$ cat config.mk
export PLATFORM = sky130hd
export DESIGN_NAME = part3_mux
export DESIGN_NICKNAME = d
export VERILOG_FILES = /design/src/rtl/part3_mux.sv
export SDC_FILE = /design/constraint.sdc
export NUM_CORES = 1
export LEC_CHECK = 0
export BUFFER_PORTS_ARGS = -buffer_cell sky130_fd_sc_hd__buf_2
export CAP_MARGIN = 20
export CELL_PAD_IN_SITES_DETAIL_PLACEMENT = 0
export CELL_PAD_IN_SITES_GLOBAL_PLACEMENT = 1
export CORE_AREA = 2 2 39 41
export CTS_CLUSTER_SIZE = 28
export DETAILED_ROUTE_END_ITERATION = 10
export DIE_AREA = 0 0 41 43
export PLACE_DENSITY = 0.73
export SLEW_MARGIN = 15
export SYNTH_ARGS = -nofsm -noshare
export SYNTH_HDL_FRONTEND = slang
export SYNTH_SLANG_ARGS = --single-unit
$ cat constraint.sdc
create_clock -name clk -period 3.45 [get_ports clk]
set_clock_uncertainty 0.2 [all_clocks]
set_input_delay 0.345 -clock clk [delete_from_list [all_inputs] [get_ports clk]]
set_output_delay 0.345 -clock clk [all_outputs]
set_load 0.01 [all_outputs]
$ cat src/rtl/part3_mux.sv
// 2-bit 4-to-1 mux from slide switches to LEDs, with a clocked debug side path.
// Latency: LED[1:0] and LED[9:8] combinational; LED[3:2] and LED[7:4] one clk cycle.
// Backpressure: none; the switches are sampled every cycle and the LEDs always update.
//
// Ports:
//   clk   - system clock
//   reset - synchronous, active-high; clears the registered mux copy and the change counter
//   SW    - [9:8] select, [7:6] W, [5:4] X, [3:2] V, [1:0] U
//   LED   - [1:0] mux out, [3:2] registered mux out, [7:4] change count, [9:8] select echo
module part3_mux (
  input  logic       clk,
  input  logic       reset,
  input  logic [9:0] SW,
  output logic [9:0] LED
);

  logic [1:0] sel;
  logic [1:0] mux_d;
  logic [1:0] mux_q;
  logic [3:0] cnt_d;
  logic [3:0] cnt_q;

  assign sel = SW[9:8];

  always_comb begin
    mux_d = SW[1:0];
    case (sel)
      2'b00:   mux_d = SW[1:0];
      2'b01:   mux_d = SW[3:2];
      2'b10:   mux_d = SW[5:4];
      default: mux_d = SW[7:6];
    endcase
  end

  // A change is measured against the registered copy, so the first edge after
  // reset counts whenever the selected value is non-zero. 4-bit add wraps 15 -> 0.
  always_comb begin
    cnt_d = cnt_q;
    if (mux_d != mux_q) begin
      cnt_d = cnt_q + 4'd1;
    end
  end

  always_ff @(posedge clk) begin
    if (reset) begin
      mux_q <= 2'b00;
      cnt_q <= 4'b0000;
    end else begin
      mux_q <= mux_d;
      cnt_q <= cnt_d;
    end
  end

  assign LED = {sel, cnt_q, mux_q, mux_d};

endmodule

==> results of run 1 <==
==> cells in the final DEF (no fill, tap or decap) <==
cell,synthesis,routed
mux2_4,1,1
mux2_1,1,1
a21oi_1,1,1
nand3_1,2,2
buf_2,0,21
nor3_1,2,2
xnor2_2,2,2
a21boi_0,1,1
nor2_1,2,2
ha_1,1,1
dfxtp_1,6,6
mux4_2,2,2
nor2b_1,4,4
a21oi_2,1,1
o21ai_0,1,1
xor2_1,2,2
o21ai_1,1,1
clkbuf_4,0,3
==> through the flow <==
| step | cells | cell area [µm²] | hold WS (ns) | setup slack [ns] | utilization, % |
|---|---|---|---|---|---|
| final | 70 | 485 | 0.175 | 1.67 | 35.1 |
| after global routing | 70 | 485 | 0.189 | 1.58 | 35.1 |
| after CTS | 70 | 485 | 0.170 | 1.66 | 35.1 |
| after detailed placement | 67 | 463 | 0.296 | 1.40 | 33.5 |
| after global placement | 67 | 463 | 0.296 | 1.43 | 33.5 |
| after floorplan | 32 | 353 | 0.214 | 1.57 | - |
==> area by class of cell <==
cell class / count / area (µm²)
Multi-Input combinational cell: 24 / 218
Fill cell: 150 / 898
Tap cell: 16 / 20.0
Sequential cell: 6 / 120
Timing Repair Buffer: 21 / 105
Clock buffer: 3 / 22.5
==> power groups by stage <==
stage               registers, µW  clock network (µW)  logic (µW)
finish                       86.0                64.3        58.8
global placement             87.2                   0        59.7
global route                 87.0                71.4        67.0
detailed placement           87.5                   0        60.0
floorplan                    89.9                   0        34.9
CTS                          86.2                67.2        60.0
==> worst max-delay path: stages <==
cell	delay, ns
buf_2	0.12
mux4_2	0.57
xor2_1	0.19
o21ai_1	0.16
mux2_1	0.32
==> routing by layer <==
metal | vias up | wire length [µm] | part of all wire, %
met3 | 0 | 86 | 12
met5 | - | 0 | 0
met1 | 138 | 307 | 42
met2 | 20 | 329 | 46
li1 | 156 | - | -
met4 | 0 | 0 | 0
==> kinds of logic after synthesis <==
kind of cell    Yosys count
xor+xnor                  4
simple gates             10
buf+inv                   2
compound gates            5
fa+ha+maj                 1
flops                     6
mux                       4
==> flip-flops by register name (all words and copies together) (netlist names) <==
register and count:
cnt_q 4, mux_q 2
==> worst paths after layout <==
kind / startpoint / endpoint / depth (start not counted)
worst max register to register: mux_q[1] / cnt_q[2] / 3
worst min register to register: cnt_q[1] / cnt_q[1] / 2
worst min-delay path: reset / cnt_q[1] / 2
worst max-delay path: SW[8] / cnt_q[2] / 5
==> qor.yml, run 1 <==
synth_simple_gate_area_share_pct: 14.9
hold_path_class: "primary input to flip-flop"
chipHeight_um: 43
crit_required_ns: 3.37
worst_pin_slew_ns: 0.214
clock_sinks: 6
synthFlopType: "dfxtp_1"
p_comb_share_pct: 28.1
cts_buffers: 3
synth_async_sr_flop_share_pct: 0
end_kind: "flip-flop"
synth_xor_area_share_pct: 14.2
grt_pass1_vias: 332
post_cts_buffers: 0
gr-usage-met2_pct: 16.9
grtUsageMet1_pct: 9.45
rsz0062_at_grt: "no"
cts.path.max_buffers: 2
synth_fa_ha_area_share_pct: 3.55
synth.area.mux_share_pct: 20.2
synthCells: 32
ir_drop_mv: 0.194
ctsHoldBuffers: 0
clock_latency_ns: 0.24
antenna_left: 0
avgSynthCellArea_um2: 11.0
slew_viol_final: 0
die_width_um: 41
fin_nets: 69
ios: 22
grt_pass1_wl_um: 1190
finalPower_uw: 209
syn_to_final_growth_pct: 37.6
p_leak_uw: 0.000236
r2r_slack_ns: 2.08
die_area_mm2: 0.00176
p_clk_share_pct: 30.7
vias: 314
slew_headroom_pct: 85.7
initial_utilization_pct: 25.5
fmax_mhz: 561
first_pass_iters: 2
diodes: 0
synth_top_family_by_area: "multiplexers"
cts_tree: "done"
p_int_uw: 147
synth_compound_area_share_pct: 8.87
route.detailed.drc: 0
status: "completed"
yosys_warnings: 0
drive_gt1_share_pct: 55.6
syn_area_um2: 353
setup_viol: 0
synth_most_common_cell: "dfxtp_1"
yosys.area.top_type_share_pct: 34.0
synth.distinct_cells: 17
start_kind: "primary input"
ys_seq_area_share_pct: 34.0
grt_usage_pct: 10.6
cp_max_fo: 4
p_per_area_mw_per_mm2: 431
port_buffers: 21
synth_top_cell_by_area: "dfxtp_1"
rows: 14
swShare_pct: 29.9
synth_edf_count: 0
drt-vias-per-instance: 4.49
grt_overflow: 0
drtIter0Drc: 3
netlist_top_cells_area: "dfxtp_1, mux4_2, xnor2_2"
drt_wl_total_um: 723
hold_viol_final: 0
core_area_mm2: 0.00138
synth-seq-cells: 6
root_buffer: "clkbuf_4"
grt_antenna_before_repair: 0
routabilityCongestion: 0.667
seqPwrFrac_pct: 41.1
final.period_utilization_pct: 51.6
power_switching_uw: 62.6
wl_per_cell_um: 10.3
max_cap_violations: 0
place_hpwl_um: 596
grt_max_degree: 9
synth_commonest_cells: "dfxtp_1, nor2b_1"
use_met3_pct: 8.38
htree_levels: 1
path_class: "primary input to flip-flop"
finalSetupTns_ns: 0
syn-num-nets: 45
fin_crit_ns: 1.78
clk_pin_slew_ns: 0.05
grt_busiest_layer: "met2"
cts_repair_resize_count: 0
cp_data_arrival_time_ns: 1.70
No activity file was read; power rests on OpenSTA's default activity.
==> inputs of run 2 (changes only) <==
--- a/config.mk
+++ b/config.mk
@@ -9,11 +9,10 @@
 export CAP_MARGIN = 20
 export CELL_PAD_IN_SITES_DETAIL_PLACEMENT = 0
 export CELL_PAD_IN_SITES_GLOBAL_PLACEMENT = 1
-export CORE_AREA = 2 2 39 41
+export CORE_UTILIZATION = 27
 export CTS_CLUSTER_SIZE = 28
 export DETAILED_ROUTE_END_ITERATION = 10
-export DIE_AREA = 0 0 41 43
-export PLACE_DENSITY = 0.73
+export PLACE_DENSITY = 0.74
 export SLEW_MARGIN = 15
 export SYNTH_ARGS = -nofsm -noshare
 export SYNTH_HDL_FRONTEND = slang
==> constraint.sdc (replaced) <==
create_clock -name clk -period 1.85 [get_ports clk]
set_clock_uncertainty 0.2 [all_clocks]
set_input_delay 0.185 -clock clk [delete_from_list [all_inputs] [get_ports clk]]
set_output_delay 0.185 -clock clk [all_outputs]
set_load 0.01 [all_outputs]
==> run 2 against run 1 <==
  * Via count is 1.6% higher
  * Sequential power grew 86%
  * Count of clock-buffer cells in the layout unchanged
  * Routed wire length shrank 5.4%
  * Non-clock buffer count is 2 higher
  * Sequential share of layout area fell by 0.62 points
  * Final area rose by 2.6%
  * First-iteration DRC count down 100%
  * Global-route usage increased by 1.8 points
  * Critical endpoint unchanged
==> qor.yml, run 2 (same netlist as run 1, synthesis figures left out) <==
ir_drop_mv: 0.340  # +75%
hold_path_class: "primary input to flip-flop"
instances_no_fill: 70  # unchanged
ctsHoldBuffers: 0  # unchanged
status: "completed"
max_cap_violations: 0  # unchanged
slowest_delay_ns: 0.57  # about the same
reg_top3: "cnt_q (4), mux_q (2)"
final.period_utilization_pct: 87.1
route.detailed.drc: 0  # unchanged
mostFrequentLayoutCell: "buf_2"
slew_headroom_pct: 86.2  # +0.53 points
clock_sinks: 6  # unchanged
r2r_slack_ns: 0.52  # -1.56 ns
use_met3_pct: 10.5  # +2.1 points
htree_levels: 1  # unchanged
wl_per_cell_um: 9.77  # -5.4%
diodes: 0  # unchanged
slew_viol_final: 0  # unchanged
p_leak_uw: 0.000245  # +4.1%
place_ws_ns: -0.0301  # -1.43 ns
placed_area_um2: 475  # +2.7%
grt_overflow: 0  # unchanged
largest_reg_flops: 4  # unchanged
cts.path.max_buffers: 2  # unchanged
fin_nets: 71  # +2.9%
cts_tree: "done"
clk_pin_slew_ns: 0.05  # about the same
placed_cells: 67  # unchanged
chipHeight_um: 38.2  # -11%
vias: 319  # +1.6%
drtIter0Drc: 0  # -3
clock_latency_ns: 0.25  # about the same
cts_buffers: 3  # unchanged
path_class: "primary input to flip-flop"
port_buffers: 21  # unchanged
syn_to_final_growth_pct: 41.1
grt_usage_pct: 12.4  # +1.8 points
grt_pass1_wl_um: 1060  # -11%
setup_viol: 0  # unchanged
initial_utilization_pct: 30.5  # +5.0 points
drive_gt1_share_pct: 57.1  # +1.6 points
cp_slowest_cell: "mux4_2"
post_cts_buffers: 0  # unchanged
critical_path.cell_chain: "buf_2 > mux4_2 > xor2_1 > o21ai_1 > mux2_1"
cp_data_arrival_time_ns: 1.54  # -0.16 ns
grt_antenna_before_repair: 0  # unchanged
die_width_um: 38.2  # -7.0%
crit_required_ns: 1.78  # -1.59 ns
root_buffer: "clkbuf_4"
drt_wl_total_um: 684  # -5.4%
ios: 22  # unchanged
fin_util_pct: 43.1  # +8.0 points
fmax_mhz: 621
grtUsageMet1_pct: 12.0  # +2.6 points
antenna_left: 0  # unchanged
worst_pin_slew_ns: 0.206  # -0.00823 ns
first_pass_iters: 1  # -1
cp_num_buf_inv: 1  # unchanged
path_delay_family: "multiplexers"
rsz0062_at_grt: "no"
grt_busiest_layer: "met2"
fin_area_um2: 498  # +2.6%
largest_register: "cnt_q"
place_hpwl_um: 549  # -7.9%
hold_viol_final: 0  # unchanged
drt-vias-per-instance: 4.56  # +1.6%
end_kind: "flip-flop"
mostFrequentLayoutCells: "buf_2, dfxtp_1, nor2b_1, clkbuf_4"
fin_crit_ns: 1.61
routabilityCongestion: 0.649  # -2.7%
cp_max_fo: 4  # unchanged
cts_repair_resize_count: 0  # unchanged
core_area_mm2: 0.00116  # -16%
crit_cells: 5  # unchanged
die_area_mm2: 0.00146  # -17%
grt_max_degree: 9  # unchanged
p_per_area_mw_per_mm2: 815  # +89%
hold_depth: 2  # unchanged
gr-usage-met2_pct: 16.1  # -0.77 points
start_kind: "primary input"
rows: 12  # -2
reg2reg_depth: 3  # unchanged
grt_pass1_vias: 273  # -18%
fin_ws_ns: 0.239  # -1.43 ns
[run 2: cell count changes in the layout (fill, tap and decap cells not counted), sizes merged]
cell,change
buf,+2
[run 2: per-stage QoR]
stage	power [µW]	TNS, ns	hold WS, ns
floorplan	233	0	0.0541
global placement	283	-0.00881	0.264
detailed placement	285	-0.0301	0.279
CTS	416	0	0.0105
global route	435	0	0.00813
finish	406	0	0.0104
[run 2: layout make-up]
cell class	count	area [µm²]
Fill cell	107	658
Sequential cell	6	120
Timing Repair Buffer	23	120
Multi-Input combinational cell	24	218
Tap cell	14	17.5
Clock buffer	3	22.5
[run 2: power by group]
part | internal (µW) | leakage (µW) | total [µW] | switching (µW)
Sequential | 144 | 0.0000494 | 160 | 15.7
Combinational | 65.0 | 0.000182 | 120 | 55.2
Clock | 73.7 | 0.0000138 | 126 | 52.3
Total | 283 | 0.000245 | 406 | 123
[run 2: metal layers]
layer,vias to the layer above,routed length [µm]
met2,21,276
met5,-,0
met3,5,84
li1,162,-
met4,0,24
met1,131,297
[run 2: worst paths after layout]
path | from | end
max | SW[8] | cnt_q[2]
min | reset | cnt_q[1]
max reg2reg | mux_q[1] | cnt_q[2]
min reg2reg | cnt_q[1] | cnt_q[1]
==> inputs of run 3 (changes only) <==
--- a/config.mk
+++ b/config.mk
@@ -5,6 +5,7 @@
 export SDC_FILE = /design/constraint.sdc
 export NUM_CORES = 1
 export LEC_CHECK = 0
+export ABC_AREA = 1
 export BUFFER_PORTS_ARGS = -buffer_cell sky130_fd_sc_hd__buf_2
 export CAP_MARGIN = 20
 export CELL_PAD_IN_SITES_DETAIL_PLACEMENT = 0
@@ -12,7 +13,7 @@
 export CORE_UTILIZATION = 27
 export CTS_CLUSTER_SIZE = 28
 export DETAILED_ROUTE_END_ITERATION = 10
-export PLACE_DENSITY = 0.74
+export PLACE_DENSITY = 0.77
 export SLEW_MARGIN = 15
 export SYNTH_ARGS = -nofsm -noshare
 export SYNTH_HDL_FRONTEND = slang
==> run 3 against run 2 <==
  * Routed wire length rose by 24%
  * Via count rose by 37%
  * Total power decreased by 4.5%
  * Sequential power fell by 4%
  * Sequential cell count did not move
  * Worst setup slack better by 0.32 ns
  * Maximum frequency increased by 25%
  * Area after synthesis grew 14%
  * Final cell count is 39% higher
  * Combinational power shrank 7%
  * Die area increased by 13%
  * Critical path type is now primary input to output pin
  * Highest routed layer is now met3
==> qor.yml, run 3 <==
largest_register: "cnt_q"
die_area_mm2: 0.00165  # +13%
grt_pass1_vias: 339  # +24%
synth-seq-cells: 6  # unchanged
start_kind: "primary input"
fmax_mhz: 775  # +25%
die_width_um: 40.6  # +6.5%
synth_edf_count: 0  # unchanged
chipHeight_um: 40.6  # +6.5%
htree_levels: 1  # unchanged
initial_utilization_pct: 29.8  # -0.68 points
rsz0062_at_grt: "no"
synth.distinct_cells: 17  # unchanged
synthFlopType: "dfxtp_1"
grt_antenna_before_repair: 0  # unchanged
slew_viol_final: 0  # unchanged
routabilityCongestion: 0.714  # +10%
end_kind: "output pin"
final.period_utilization_pct: 69.7  # -17 points
avgSynthCellArea_um2: 6.83  # -38%
max_cap_violations: 0  # unchanged
clk_pin_slew_ns: 0.05  # about the same
cts.path.max_buffers: 2  # unchanged
wl_per_cell_um: 8.76  # -10%
grt_usage_pct: 12.9  # +0.50 points
p_per_area_mw_per_mm2: 712  # -13%
cp_data_arrival_time_ns: 0.90  # -0.64 ns
cts_tree: "done"
fin_nets: 97  # +37%
place_hpwl_um: 708  # +29%
core_area_mm2: 0.00135  # +17%
root_buffer: "clkbuf_4"
yosys_warnings: 0  # unchanged
fin_crit_ns: 1.29  # -0.321 ns
clock_latency_ns: 0.25  # about the same
grt_busiest_layer: "met2"
post_cts_buffers: 0  # unchanged
reg_top3: "cnt_q (4), mux_q (2)"
syn-num-nets: 72  # +60%
syn_to_final_growth_pct: 35.1
largest_reg_flops: 4  # unchanged
diodes: 0  # unchanged
ir_drop_mv: 0.313  # -8.2%
fin_util_pct: 40.3  # -2.8 points
path_class: "primary input to output pin"
use_met3_pct: 4.89  # -5.6 points
grt_overflow: 0  # unchanged
setup_viol: 0  # unchanged
ios: 22  # unchanged
cts_buffers: 3  # unchanged
worst_pin_slew_ns: 0.161  # -0.0446 ns
port_buffers: 21  # unchanged
ys_seq_area_share_pct: 29.8  # -4.2 points
synth_most_common_cell: "nand3_1"
synth_commonest_cells: "nand3_1, nand2_1, inv_1, dfxtp_1"
synth_async_sr_flop_share_pct: 0  # unchanged
mostFrequentLayoutCells: "buf_2, nand3_1, nand2_1, inv_1, dfxtp_1"
grt_max_degree: 8  # -1
grt_pass1_wl_um: 1320  # +25%
drt-vias-per-instance: 4.51  # -1.1%
slew_headroom_pct: 89.2  # +2.9 points
vias: 437  # +37%
route.detailed.drc: 0  # unchanged
clock_sinks: 6  # unchanged
drt_wl_total_um: 850  # +24%
hold_viol_final: 0  # unchanged
rows: 13  # +1
netlist_top_cells_area: "dfxtp_1, nand3_1, nand2_2"
grtUsageMet1_pct: 15.5  # +3.5 points
antenna_left: 0  # unchanged
synthCells: 59  # +84%
syn_area_um2: 403  # +14%
p_leak_uw: 0.000299  # +22%
hold_path_class: "primary input to flip-flop"
drive_gt1_share_pct: 40.2  # -17 points
mostFrequentLayoutCell: "buf_2"
status: "completed"
synth_top_cell_by_area: "dfxtp_1"
crit_required_ns: 1.46  # -0.32 ns
finalSetupTns_ns: 0  # unchanged
drtIter0Drc: 8  # +8
cp_max_fo: 7  # +3
yosys.area.top_type_share_pct: 29.8  # -4.2 points
first_pass_iters: 2  # +1
gr-usage-met2_pct: 18.3  # +2.2 points
[run 3: critical path, cell delays in order]
cell and delay [ns]:
buf_2 0.13, nand2_1 0.08, or2_1 0.24, nand2_2 0.10, inv_1 0.04, buf_2 0.13
[run 3: cells by family after synthesis]
family,after synthesis,synth area share (%)
xor gates and xnor gates,2,4.35
AOI/OAI and AO/OA,7,8.69
DFF,6,29.8
buffers and inverters,11,12.1
and+or+nand+nor,32,41.9
adders and majority gates,1,3.11
[run 3: stage by stage]
stage | cells | total power [µW] | hold WS [ns] | area, µm² | worst slack, ns
floorplan | 59 | 228 | 0.0541 | 403 | 0.683
global placement | 93 | 267 | 0.241 | 512 | 0.448
detailed placement | 93 | 268 | 0.248 | 512 | 0.436
CTS | 97 | 395 | 0.0819 | 544 | 0.553
global route | 97 | 422 | 0.0986 | 544 | 0.471
finish | 97 | 388 | 0.0855 | 544 | 0.560
[run 3: timing repair]
action	in CTS	in global routing
hold buffers	1	0
gates resized for setup	0	0
endpoints found under the hold margin	6	0
[run 3: path summary, 6_finish.rpt]
| check | start | to | slack (ns) | depth (start not counted) |
|---|---|---|---|---|
| hold / removal | SW[7] | mux_q[1] | 0.09 | 3 |
| setup / recovery | SW[9] | LED[0] | 0.56 | 6 |
| hold reg to reg | cnt_q[3] | cnt_q[3] | 0.31 | 2 |
| setup reg to reg | cnt_q[0] | cnt_q[2] | 0.69 | 4 |
[run 3: area by class of cell]
class                   instances  area, µm²
clock buffers                   3       22.5
fillers                       154        806
inverters                       9       33.8
multi-input cells              42        234
flip-flops and latches          6        120
well taps                      15       18.8
repair buffers                 22        115
[run 3: power breakdown]
group	switching, µW	internal [µW]	leakage (µW)
combinational	63.7	47.8	0.000236
sequential	12.1	142	0.0000493
clock	48.6	73.5	0.0000138
total	124	263	0.000299
[run 3: per-layer routing]
metal / vias to the layer above / wire (µm)
li1: 235 / -
met1: 194 / 405
met2: 8 / 412
met3: 0 / 32
met4: 0 / 0
met5: - / 0
